`config.mk`:
```
export PLATFORM = sky130hd
export DESIGN_NAME = mem_access_unit
export DESIGN_NICKNAME = d
export VERILOG_FILES = /design/src/rtl/mem_access_unit.sv
export SDC_FILE = /design/constraint.sdc
export NUM_CORES = 1
export LEC_CHECK = 0
export ABC_AREA = 1
export CAP_MARGIN = 20
export CORE_ASPECT_RATIO = 0.8
export CORE_MARGIN = 2
export CORE_UTILIZATION = 40
export DETAILED_ROUTE_END_ITERATION = 10
export HOLD_SLACK_MARGIN = 0.05
export PLACE_DENSITY = 0.72
export REMOVE_ABC_BUFFERS = 1
export SLEW_MARGIN = 25
export SYNTH_ARGS = -nofsm -noshare
export SYNTH_HDL_FRONTEND = slang
export SYNTH_SLANG_ARGS = --single-unit
```
`constraint.sdc`:
```
create_clock -name Clk -period 13.5 [get_ports Clk]
set_input_delay 4.05 -clock Clk [delete_from_list [all_inputs] [get_ports Clk]]
set_output_delay 4.05 -clock Clk [all_outputs]
set_load 0.01 [all_outputs]
```
`src/rtl/mem_access_unit.sv`:
```
// Purpose: load/store front end for a word-wide synchronous-read data memory (byte/half/word, big-endian).
// Latency: SW completes in 1 cycle, loads and SB/SH read-modify-write complete in 2 cycles.
// Backpressure: Busy is high outside IDLE and requests seen then are dropped, not queued.
module mem_access_unit #(
  parameter int ADDR_W = 32
) (
  input  logic              Clk,
  input  logic              Reset,
  input  logic              MemReq,
  input  logic              MemWe,
  input  logic [1:0]        MemSize,
  input  logic              MemUnsigned,
  input  logic [ADDR_W-1:0] MemAddr,
  input  logic [31:0]       MemWrData,
  output logic              Busy,
  output logic              Done,
  output logic [31:0]       LoadData,
  output logic              AddrErr,
  output logic [31:0]       DmemAddr,
  output logic              DmemWrite,
  output logic [31:0]       DmemWrData,
  input  logic [31:0]       DmemRdData
);

  typedef enum logic [1:0] {S_IDLE, S_LOAD, S_MERGE} state_t;

  localparam logic [1:0] SZ_BYTE = 2'b00;
  localparam logic [1:0] SZ_HALF = 2'b01;
  localparam logic [1:0] SZ_WORD = 2'b10;

  state_t            r_state;
  state_t            w_next;
  logic [ADDR_W-1:0] r_addr;
  logic [1:0]        r_size;
  logic              r_unsigned;
  logic [15:0]       r_wrdata;
  logic              r_done;
  logic              r_addr_err;
  logic [31:0]       r_load_data;

  logic              w_err;
  logic              w_accept;
  logic              w_is_sw;
  logic [ADDR_W-1:0] w_idx;
  logic [7:0]        w_byte;
  logic [15:0]       w_half;
  logic [31:0]       w_load_ext;
  logic [31:0]       w_merged;

  // Illegal size, or an address not aligned to the access size
  assign w_err    = (MemSize == 2'b11) ||
                    ((MemSize == SZ_WORD) && (MemAddr[1:0] != 2'b00)) ||
                    ((MemSize == SZ_HALF) && MemAddr[0]);
  assign w_accept = (r_state == S_IDLE) && MemReq && !w_err;
  assign w_is_sw  = MemWe && (MemSize == SZ_WORD);

  assign Busy     = (r_state != S_IDLE);
  assign Done     = r_done;
  assign AddrErr  = r_addr_err;
  assign LoadData = r_load_data;
  assign DmemAddr = 32'(w_idx);

  // Lane select and sign/zero extension of the read word (offset 0 is the MSB lane)
  always_comb begin
    w_byte = DmemRdData[7:0];
    case (r_addr[1:0])
      2'd0:    w_byte = DmemRdData[31:24];
      2'd1:    w_byte = DmemRdData[23:16];
      2'd2:    w_byte = DmemRdData[15:8];
      default: w_byte = DmemRdData[7:0];
    endcase
    w_half = r_addr[1] ? DmemRdData[15:0] : DmemRdData[31:16];
    w_load_ext = DmemRdData;
    if (r_size == SZ_BYTE) begin
      w_load_ext = r_unsigned ? {24'd0, w_byte} : {{24{w_byte[7]}}, w_byte};
    end else if (r_size == SZ_HALF) begin
      w_load_ext = r_unsigned ? {16'd0, w_half} : {{16{w_half[15]}}, w_half};
    end
  end

  // Overlay the captured store data onto the addressed lane, other lanes pass through
  always_comb begin
    w_merged = DmemRdData;
    if (r_size == SZ_BYTE) begin
      case (r_addr[1:0])
        2'd0:    w_merged[31:24] = r_wrdata[7:0];
        2'd1:    w_merged[23:16] = r_wrdata[7:0];
        2'd2:    w_merged[15:8]  = r_wrdata[7:0];
        default: w_merged[7:0]   = r_wrdata[7:0];
      endcase
    end else if (r_addr[1]) begin
      w_merged[15:0] = r_wrdata;
    end else begin
      w_merged[31:16] = r_wrdata;
    end
  end

  // State register
  always_ff @(posedge Clk or posedge Reset) begin
    if (Reset) r_state <= S_IDLE;
    else       r_state <= w_next;
  end

  // Next state and memory-side outputs; IDLE passes the request straight through
  always_comb begin
    w_next     = r_state;
    w_idx      = r_addr >> 2;
    DmemWrite  = 1'b0;
    DmemWrData = w_merged;
    case (r_state)
      S_IDLE: begin
        w_idx      = MemAddr >> 2;
        DmemWrData = MemWrData;
        DmemWrite  = w_accept && w_is_sw;
        if (w_accept && !w_is_sw) w_next = MemWe ? S_MERGE : S_LOAD;
      end
      S_LOAD:  w_next = S_IDLE;
      S_MERGE: begin
        // Reset kills the write immediately so no partial word lands in memory
        DmemWrite = !Reset;
        w_next    = S_IDLE;
      end
      default: w_next = S_IDLE;
    endcase
  end

  // Request capture, load result register and the Done/AddrErr pulses
  always_ff @(posedge Clk or posedge Reset) begin
    if (Reset) begin
      r_addr      <= '0;
      r_size      <= 2'b00;
      r_unsigned  <= 1'b0;
      r_wrdata    <= 16'd0;
      r_done      <= 1'b0;
      r_addr_err  <= 1'b0;
      r_load_data <= 32'd0;
    end else begin
      r_done     <= 1'b0;
      r_addr_err <= 1'b0;
      case (r_state)
        S_IDLE: begin
          if (MemReq && w_err) begin
            r_addr_err <= 1'b1;
          end else if (w_accept) begin
            r_addr     <= MemAddr;
            r_size     <= MemSize;
            r_unsigned <= MemUnsigned;
            r_wrdata   <= MemWrData[15:0];
            if (w_is_sw) r_done <= 1'b1;
          end
        end
        S_LOAD: begin
          r_load_data <= w_load_ext;
          r_done      <= 1'b1;
        end
        S_MERGE: r_done <= 1'b1;
        default: r_done <= 1'b0;
      endcase
    end
  end

endmodule

```
# After elaboration in Yosys (flattened, before gate mapping)
# Index checks and enable logic that the tools add are counted.
# word_totals
reg_bits	87
latchBits	0
ramBits	0
rom_bits	0
inputBits	103
output_inout_bits	100
wordCells	64
mem_count	0
# classes
add_sub_neg	0
n_mul	0
n_div	0
magnitude_cmp	0
n_eq_ne	9
shifts	0
muxes	25
bitwise_logic	1
n_reduce_logical	21
# ops
op	count
32-bit two-way mux	6
16-bit two-way mux	3
8-bit two-way mux	4
30-bit two-way mux	1
8-bit one-hot mux with 3 select lines	1
2-bit by 1-bit equality test with 1-bit output, second input constant	4
2-bit equality test, second input constant	4
1-bit logical AND	8
2-bit logical NOT	3
2-bit two-way mux	3
1-bit two-way mux	5
1-bit one-hot mux with 2 select lines	2
2-bit nonzero test	2
1-bit logical NOT	3
3-bit AND reduction	1
3-bit OR reduction	1
1-bit logical OR	2
2-bit by 1-bit inequality test with 1-bit output, second input constant	1
2-bit OR reduction	1
1-bit NOT	1

# Depth between registers and ports, before layout
# Gate-level depths: netlist of run 1.
# depth
ltp_word	9
ltp_mapped	10
depth_no_buf	9

# Worst setup path before layout of run 1
# No wires, ideal clock.
# synth_path
kind	input-to-output
from	input Reset
to	output DmemWrite
arrival_ns	6.157
required_time_ns	9.450
slack_ns	3.293
stages	3
path_buffers	0
path_cell_list	inv_1 nand2_1 nand2_1
# synth_between
elab_chain_cells	2
# synth_lines
element	line_no	rtl
start: declaration	8	input logic Reset,
1-bit logical NOT (no source line)	n/a	
1-bit one-hot mux with 2 select lines	110	case (r_state)
end: declaration	20	output logic DmemWrite,
# Every way passes these cells.

# Worst setup path in the final report of run 1
# layout_path
from	input DmemRdData[15]
to	output DmemWrData[15]
# layout_between
elab_chain_cells	3
word_cells_on_any_way	4
classes_between	mux: 4
# layout_lines
element	line_no	rtl
start: declaration	22	input logic [31:0] DmemRdData
16-bit two-way mux / 8-bit two-way mux (equally long branches)	91, 85	
32-bit two-way mux (*)	84	if (r_size == SZ_BYTE) begin
32-bit two-way mux (*)	110	
end: declaration	21	output logic [31:0] DmemWrData,
# Every way passes the cells marked *; elsewhere a longest branch is shown, timed or not.

==> metrics.cfg, run 1 <==
[run_status]
status = finished clean

[routing]
drc = 0
detail-route-antenna-nets = 0
vias = 6359
drt-initial-drc-count = 468
drt_pass1_iterations = 5
wl_per_cell_um = 15.7
drt-total-wl_um = 19200
vias_per_cell = 5.18

[sta]
worstMarginPinSlew_ps = 1010
timing.fmax_mhz = 102
fin_skew_ps = 6.95
rsz0062_at_grt = false
worst_slew_margin_rel_pct = 33.0
setup_viol = 0
maxSlewViolCount = 0
hold_viol_final = 0
post-route-min-period_ps = 9780
fin_ws_ps = 3720
post-route-period-util_pct = 72.5
finalSetupTns_ps = 0

[worst_setup_path]
crit_path_end_kind = output port
max_stage_delay_ps = 590
crit_chain = clkdlybuf4s50_1 -> inv_1 -> a21oi_1 -> o21ai_0 -> a31oi_1 -> clkdlybuf4s50_1
crit_arrival_ps = 5730
slowest_stage = clkdlybuf4s50_1
cp_common_cell = clkdlybuf4s50_1
critPathLaunchType = primary input
reg2reg_slack_ps = 10440
setup.worst_path.class = in -> out
path_max_fanout = 3
critPathRequiredTime_ps = 9450

[min_path]
hold_path_class = reg -> reg

[die]
dieArea_mm2 = 0.0154
die-width_um = 138
die_h_um = 111
rows = 39
design.core.area_mm2 = 0.0142
initial_core_util_pct = 40.6
pin_count = 203

[synth]
async_flop_share_pct = 100
syn_avg_cell_area_um2 = 6.52
ys_seq_area_share_pct = 37.8
dominantRegCellSynth = dfrtp_1
synth_area_mm2 = 0.00576
synth_edf_count = 0
synth.distinct_cells = 27
synth_top_area_cell = dfrtp_1
synth_top_cells_by_count = nand2_1, a21oi_1, nor2_1
yosys_warnings = 0
postSynthCellCount = 884
synthTopCellsByArea = dfrtp_1, nand2_1, a21oi_1
yosysTopAreaCellShare_pct = 37.8
yosysMostFrequentCell = nand2_1
ys_ff_latch = 87

[layout]
final_core_util_pct = 56.7
fillers = 1346
drive_gt1_share_pct = 3.36
diodes = 0
instances_no_fill = 1227
nets = 1145
final_cell_area_mm2 = 0.00805
layout-area-overhead-vs-synth_pct = 39.7

[clock_network]
clk_pin_slew_ps = 60
cts_root_buf = clkbuf_16
cts_setup_buffers = 0
cts_max_path_buffers = 2
cts_tree = built
cts.sinks = 87
cts_buffers = 9
htreeDepth = 3
ctsResizeCount = 0
cts_hold_buf = 0
insertion_delay_ps = 350

[place]
hpwlAfterDp_um = 12800
dp_slack_ps = 3750
place_congestion = 0.897
dp_cells = 1211
port-buffer-count = 200
dpl-instance-area_mm2 = 0.00775

[power_and_ir_drop]
power.density_mw_per_mm2 = 247
p_leak_nw = 3.79
peakVddDrop_uv = 143

[global_route]
grt_usage_pct = 25.0
grt_pass1_wl_um = 31100
use_met2_pct = 38.8
top_usage_layer = met2
grt_util_met3_pct = 8.99
grt_max_degree = 103
antenna_found_initial = 0
grt_pass1_vias = 5923
grtUsageMet1_pct = 33.5
grt-ovfl-total = 0

[job]
cap_violations = 0

-- layer usage --
metal	vias up	wire length, um
li1	3173	-
met1	2867	8530
met2	299	8230
met3	20	2140
met4	0	310
met5	-	0
-- final timing paths --
path                                 from        endpoint  depth (start not counted)
max                        DmemRdData[15]  DmemWrData[15]                          6
min reg2reg                   LoadData[5]     LoadData[5]                          2
max in group asynchronous           Reset       r_addr[1]                          3
min                           LoadData[5]     LoadData[5]                          2
min in group asynchronous           Reset    LoadData[23]                          2
max reg2reg                     r_size[1]     LoadData[1]                          7
-- sequential cells by signal (all words and copies together) (netlist names) --
signal      flops
Done            1
r_state         2
r_wrdata       16
AddrErr         1
LoadData       32
r_addr         32
r_size          2
r_unsigned      1
-- worst max-delay path: cells and delay by family --
kind            cells  cell delay, ps
buf+inv             3            1210
compound gates      3             480
-- cell usage in the layout (no fill, tap or decap) --
master           instances
nand3_1                 21
clkbuf_16                9
clkinv_2                 2
ha_1                     4
clkinvlp_4               2
nand3b_1                 1
inv_2                    3
nand2_2                  1
a31oi_1                 32
nand3_2                  1
dfrtp_2                  1
clkdlybuf4s50_1        200
inv_1                   78
nand2_4                  2
o21ai_0                100
nand2_1                239
inv_6                    1
inv_4                    2
conb_1                   2
buf_4                    6
nor2_2                   1
nor2_4                   1
bufinv_16                1
o211ai_1                18
nand3_4                  1
clkbuf_1                 2
nand4_1                  1
clkbuf_8                 1
dfrtp_1                 86
a21oi_1                112
o21ai_1                  3
nor2_1                 109
-- area by class of cell --
| cell class | instances | area [um2] | area share [%] |
|---|---|---|---|
| clock buffers | 12 | 246 | 3.06 |
| clock inverters | 4 | 53.8 | 0.668 |
| repair buffers | 206 | 2050 | 25.4 |
| well taps | 184 | 230 | 2.86 |
| inverters | 85 | 327 | 4.06 |
| multi-input cells | 649 | 2970 | 36.9 |
| flip-flops and latches | 87 | 2180 | 27.1 |
-- where the power goes --
part | switching, mW | total (mW) | internal [mW]
Combinational | 0.710 | 1.26 | 0.550
Clock | 0.109 | 0.258 | 0.149
Sequential | 0.0837 | 0.471 | 0.387
Total | 0.902 | 1.99 | 1.09
-- logic make-up after synthesis --
kind of cell,share of synthesized area [%]
fa+ha+maj,0.868
compound gates,24.5
simple gates,25.9
buf+inv,10.9
flops,37.8
other cells,0.0651
-- through the flow --
step | hold WS, ps | total power [mW]
4_1_cts | 482 | 2.00
5_1_grt | 512 | 2.16
2_1_floorplan | 453 | 1.14
6_report | 481 | 1.99
3_3_place_gp | 463 | 1.72
3_5_place_dp | 465 | 1.73
Power figures use the tool's default switching activity.
==> run 2, diff against run 1 <==
Clock period 13.5 ns to 9.9 ns, I/O delays scaled along.
==> metrics.cfg, run 2 (synthesis gave the netlist of run 1 again) <==
[run_status]
status = finished clean

[routing]
detail-route-antenna-nets = 0
drt-total-wl_um = 19300
wl_per_cell_um = 15.8
drc = 0
vias = 6367
drt-initial-drc-count = 516
drt_pass1_iterations = 5
vias_per_cell = 5.19

[sta]
post-route-period-util_pct = 77.2
timing.hold.ws_ps = 481
worst_slew_margin_rel_pct = 33.7
timing.fmax_mhz = 131
fin_skew_ps = 6.83
rsz0062_at_grt = false
setup_viol = 0
hold_viol_final = 0
worstMarginPinSlew_ps = 994
post-route-min-period_ps = 7640
maxSlewViolCount = 0
finalSetupTns_ps = 0

[clock_network]
cts_setup_buffers = 0
cts.sinks = 87
cts_hold_buf = 0
cts_buffers = 9
insertion_delay_ps = 350
cts_root_buf = clkbuf_16
cts_tree = built
clk_pin_slew_ps = 60
ctsResizeCount = 0
htreeDepth = 3
cts_max_path_buffers = 2

[layout]
fillers = 1338
drive_gt1_share_pct = 3.45
diodes = 0
final_core_util_pct = 56.8
layout-area-overhead-vs-synth_pct = 40.0
instances_no_fill = 1226
mostFrequentLayoutCells = nand2_1, clkdlybuf4s50_1, a21oi_1
final_common_cell = nand2_1
nets = 1145

[place]
hpwlAfterDp_um = 12800
place_congestion = 0.897
port-buffer-count = 200
dp_cells = 1211

[worst_setup_path]
path_max_fanout = 3
slowest_stage = clkdlybuf4s50_1
setup.worst_path.class = in -> out
timing.rr.start = r_size[1]
crit_path_end_kind = output port
crit_chain = clkdlybuf4s50_1 -> inv_1 -> a21oi_1 -> o21ai_0 -> a31oi_1 -> clkdlybuf4s50_1
max_stage_delay_ps = 590
reg2reg_slack_ps = 6810
critPathBufInv = 3
critPathLaunchType = primary input
path_delay_family = buffers and inverters
r2r-end = LoadData[1]
crit_arrival_ps = 4670
critPathRequiredTime_ps = 6930
cp_common_cell = clkdlybuf4s50_1
reg2regPathDepth = 7

[global_route]
grt_pass1_wl_um = 31400
grt-ovfl-total = 0
grt_usage_pct = 25.3
grt_pass1_vias = 5955
antenna_found_initial = 0
grt_max_degree = 103

[die]
initial_core_util_pct = 40.6
die-width_um = 138
rows = 39
dieArea_mm2 = 0.0154
design.core.area_mm2 = 0.0142
pin_count = 203
die_h_um = 111

[min_path]
hold_depth = 2
hold_path_end = LoadData[5]
hold_start = LoadData[5]
hold_path_class = reg -> reg

[power_and_ir_drop]
peakVddDrop_uv = 180
p_leak_nw = 3.80
power.density_mw_per_mm2 = 339

[job]
cap_violations = 0

==> run 2: changes by cell type in the layout (fill, tap and decap cells not counted) <==
cell	delta
clkinvlp_4	-1
clkbuf_1	-2
clkinv_2	+1
bufinv_16	+1
==> run 2: final cells by class <==
| type | instances | area (um2) | share of cell area, % |
|---|---|---|---|
| well taps | 184 | 230 | 2.85 |
| repair buffers | 206 | 2050 | 25.4 |
| clock buffers | 10 | 239 | 2.96 |
| inverters | 85 | 327 | 4.05 |
| clock inverters | 5 | 81.3 | 1.01 |
| flip-flops and latches | 87 | 2180 | 27.0 |
| multi-input cells | 649 | 2970 | 36.8 |
==> run 2: tightest hold or removal path: cells and delay by family (launching register included) <==
family | cells | cell delay (ps)
flip-flops | 1 | 340
AND/OR/NAND/NOR | 2 | 100
==> run 2: worst max-delay path by stage <==
stage	startpoint	end	slack, ps	cells past startpoint
final	DmemRdData[15]	DmemWrData[15]	2260	6
after global routing	DmemRdData[15]	DmemWrData[15]	2150	6
after CTS	DmemRdData[15]	DmemWrData[15]	2280	6
after detailed placement	DmemRdData[18]	DmemWrData[18]	2310	6
after global placement	DmemRdData[15]	DmemWrData[15]	2290	6
after floorplan	Reset	DmemWrite	1850	3
==> run 2: where the power goes <==
| part | leakage [nW] | switching (mW) | internal, mW |
|---|---|---|---|
| registers | 1.01 | 0.114 | 0.528 |
| clock network | 0.155 | 0.150 | 0.227 |
| logic | 2.64 | 0.969 | 0.750 |
==> run 2: stage by stage <==
stage | cell area [um2] | power (mW) | setup WS (ps)
after global routing | 8070 | 2.97 | 2150
final | 8070 | 2.74 | 2260
after floorplan | 5460 | 1.55 | 1850
after global placement | 7750 | 2.34 | 2290
after detailed placement | 7750 | 2.36 | 2310
after CTS | 8070 | 2.75 | 2280
==> run 2: per-layer routing <==
metal / GRT usage [%] / part of all wire [%]
met5: 0 / 0
met4: 5.99 / 1.1
met3: 9.20 / 10
met2: 39.9 / 44
met1: 33.6 / 45
==> run 3, diff against run 2 <==
Clock period 9.9 ns to 7.8 ns, I/O delays scaled along.
==> metrics.cfg, run 3 (synthesis gave the netlist of run 1 again) <==
[run_status]
status = finished clean

[place]
hpwlAfterDp_um = 12800
port-buffer-count = 200
place_congestion = 0.887
dp_slack_ps = 1470

[sta]
rsz0062_at_grt = false
hold_viol_final = 0
timing.fmax_mhz = 157
timing.hold.ws_ps = 478
post-route-min-period_ps = 6350
finalSetupTns_ps = 0
worstMarginPinSlew_ps = 1000
setup_viol = 0
worst_slew_margin_rel_pct = 33.1
maxSlewViolCount = 0
fin_ws_ps = 1450
fin_skew_ps = 6.75
post-route-period-util_pct = 81.5

[power_and_ir_drop]
p_comb_share_pct = 61.3
clkPwrFrac_pct = 14.5
power.density_mw_per_mm2 = 435
peakVddDrop_uv = 221
p_leak_nw = 3.81
p_sw_share_pct = 45.0
p_int_mw = 1.94
switching_power_mw = 1.59
seqPwrFrac_pct = 24.2

[die]
initial_core_util_pct = 40.6
die-width_um = 138
dieArea_mm2 = 0.0154
rows = 39
design.core.area_mm2 = 0.0142
die_h_um = 111
pin_count = 203

[worst_setup_path]
critPathBufInv = 3
max_stage_delay_ps = 580
crit_path_end_kind = output port
critPathRequiredTime_ps = 5460
critPathLaunchType = primary input
crit_arrival_ps = 4010
crit_chain = clkdlybuf4s50_1 -> inv_1 -> a21oi_1 -> o21ai_0 -> a31oi_1 -> clkdlybuf4s50_1
path_max_fanout = 3
setup.worst_path.class = in -> out
reg2reg_slack_ps = 4700
slowest_stage = clkdlybuf4s50_1
cp_common_cell = clkdlybuf4s50_1
path_delay_family = buffers and inverters

[layout]
diodes = 0
mostFrequentLayoutCells = nand2_1, clkdlybuf4s50_1, a21oi_1
drive_gt1_share_pct = 3.36
nets = 1145
final_common_cell = nand2_1
layout-area-overhead-vs-synth_pct = 40.3
final_core_util_pct = 57.0

[clock_network]
ctsResizeCount = 0
insertion_delay_ps = 360
clk_pin_slew_ps = 60
cts_tree = built
cts_max_path_buffers = 2
cts_root_buf = clkbuf_16
cts.sinks = 87
cts_setup_buffers = 0
cts_hold_buf = 0
htreeDepth = 3
cts_buffers = 9

[routing]
drt-total-wl_um = 19600
vias = 6376
drt-initial-drc-count = 554
wl_per_cell_um = 16.0
vias_per_cell = 5.20
drt_pass1_iterations = 5
detail-route-antenna-nets = 0
drc = 0

[global_route]
grt-ovfl-total = 0
grt_usage_pct = 25.6
grt_pass1_vias = 5897
grt_max_degree = 103
grt_pass1_wl_um = 31600
antenna_found_initial = 0

[min_path]
hold_path_class = reg -> reg

[job]
cap_violations = 0

==> run 3: changes by cell type in the layout (fill, tap and decap cells not counted), sizes merged <==
| cell | previous run | this run |
|---|---|---|
| bufinv | 2 | 3 |
| clkbuf | 10 | 11 |
| clkinv | 3 | 2 |
==> run 3: tightest hold or removal path: stages (launching register included) <==
cell,delay [ps]
dfrtp_1,340
nand2_1,60
nand2_1,50
==> run 3: power groups by stage <==
stage | sequential (mW) | combinational [mW] | clock [mW]
finish | 0.854 | 2.16 | 0.509
global route | 0.881 | 2.39 | 0.534
CTS | 0.850 | 2.16 | 0.517
detailed placement | 0.853 | 2.15 | 0
global placement | 0.852 | 2.12 | 0
floorplan | 0.846 | 1.12 | 0
==> run 3: final timing paths <==
check	from	to	depth (start not counted)
max	DmemRdData[21]	DmemWrData[21]	6
max reg2reg	r_size[1]	LoadData[1]	7
max in group asynchronous	Reset	r_addr[1]	3
min in group asynchronous	Reset	r_addr[22]	2
min	LoadData[5]	LoadData[5]	2
min reg2reg	LoadData[5]	LoadData[5]	2
==> run 3: area by class of cell <==
cell class / instances / area, um2
multi-input cells: 649 / 2970
flip-flops and latches: 87 / 2180
repair buffers: 206 / 2050
clock buffers: 11 / 233
fillers: 1384 / 6110
clock inverters: 5 / 106
well taps: 184 / 230
inverters: 85 / 327
==> run 3: metrics by stage <==
step,area [um2],total power [mW],cells
finish,8090,3.52,1227
global route,8090,3.81,1227
CTS,8090,3.53,1227
detailed placement,7750,3.00,1211
global placement,7750,2.97,1211
floorplan,5460,1.97,821
==> run 3: layer usage <==
layer	vias up	track usage (%)	routed length, um
li1	3182	-	-
met1	2903	34.7	8740
met2	276	40.5	8670
met3	15	8.34	2030
met4	0	5.17	199
met5	-	0	0
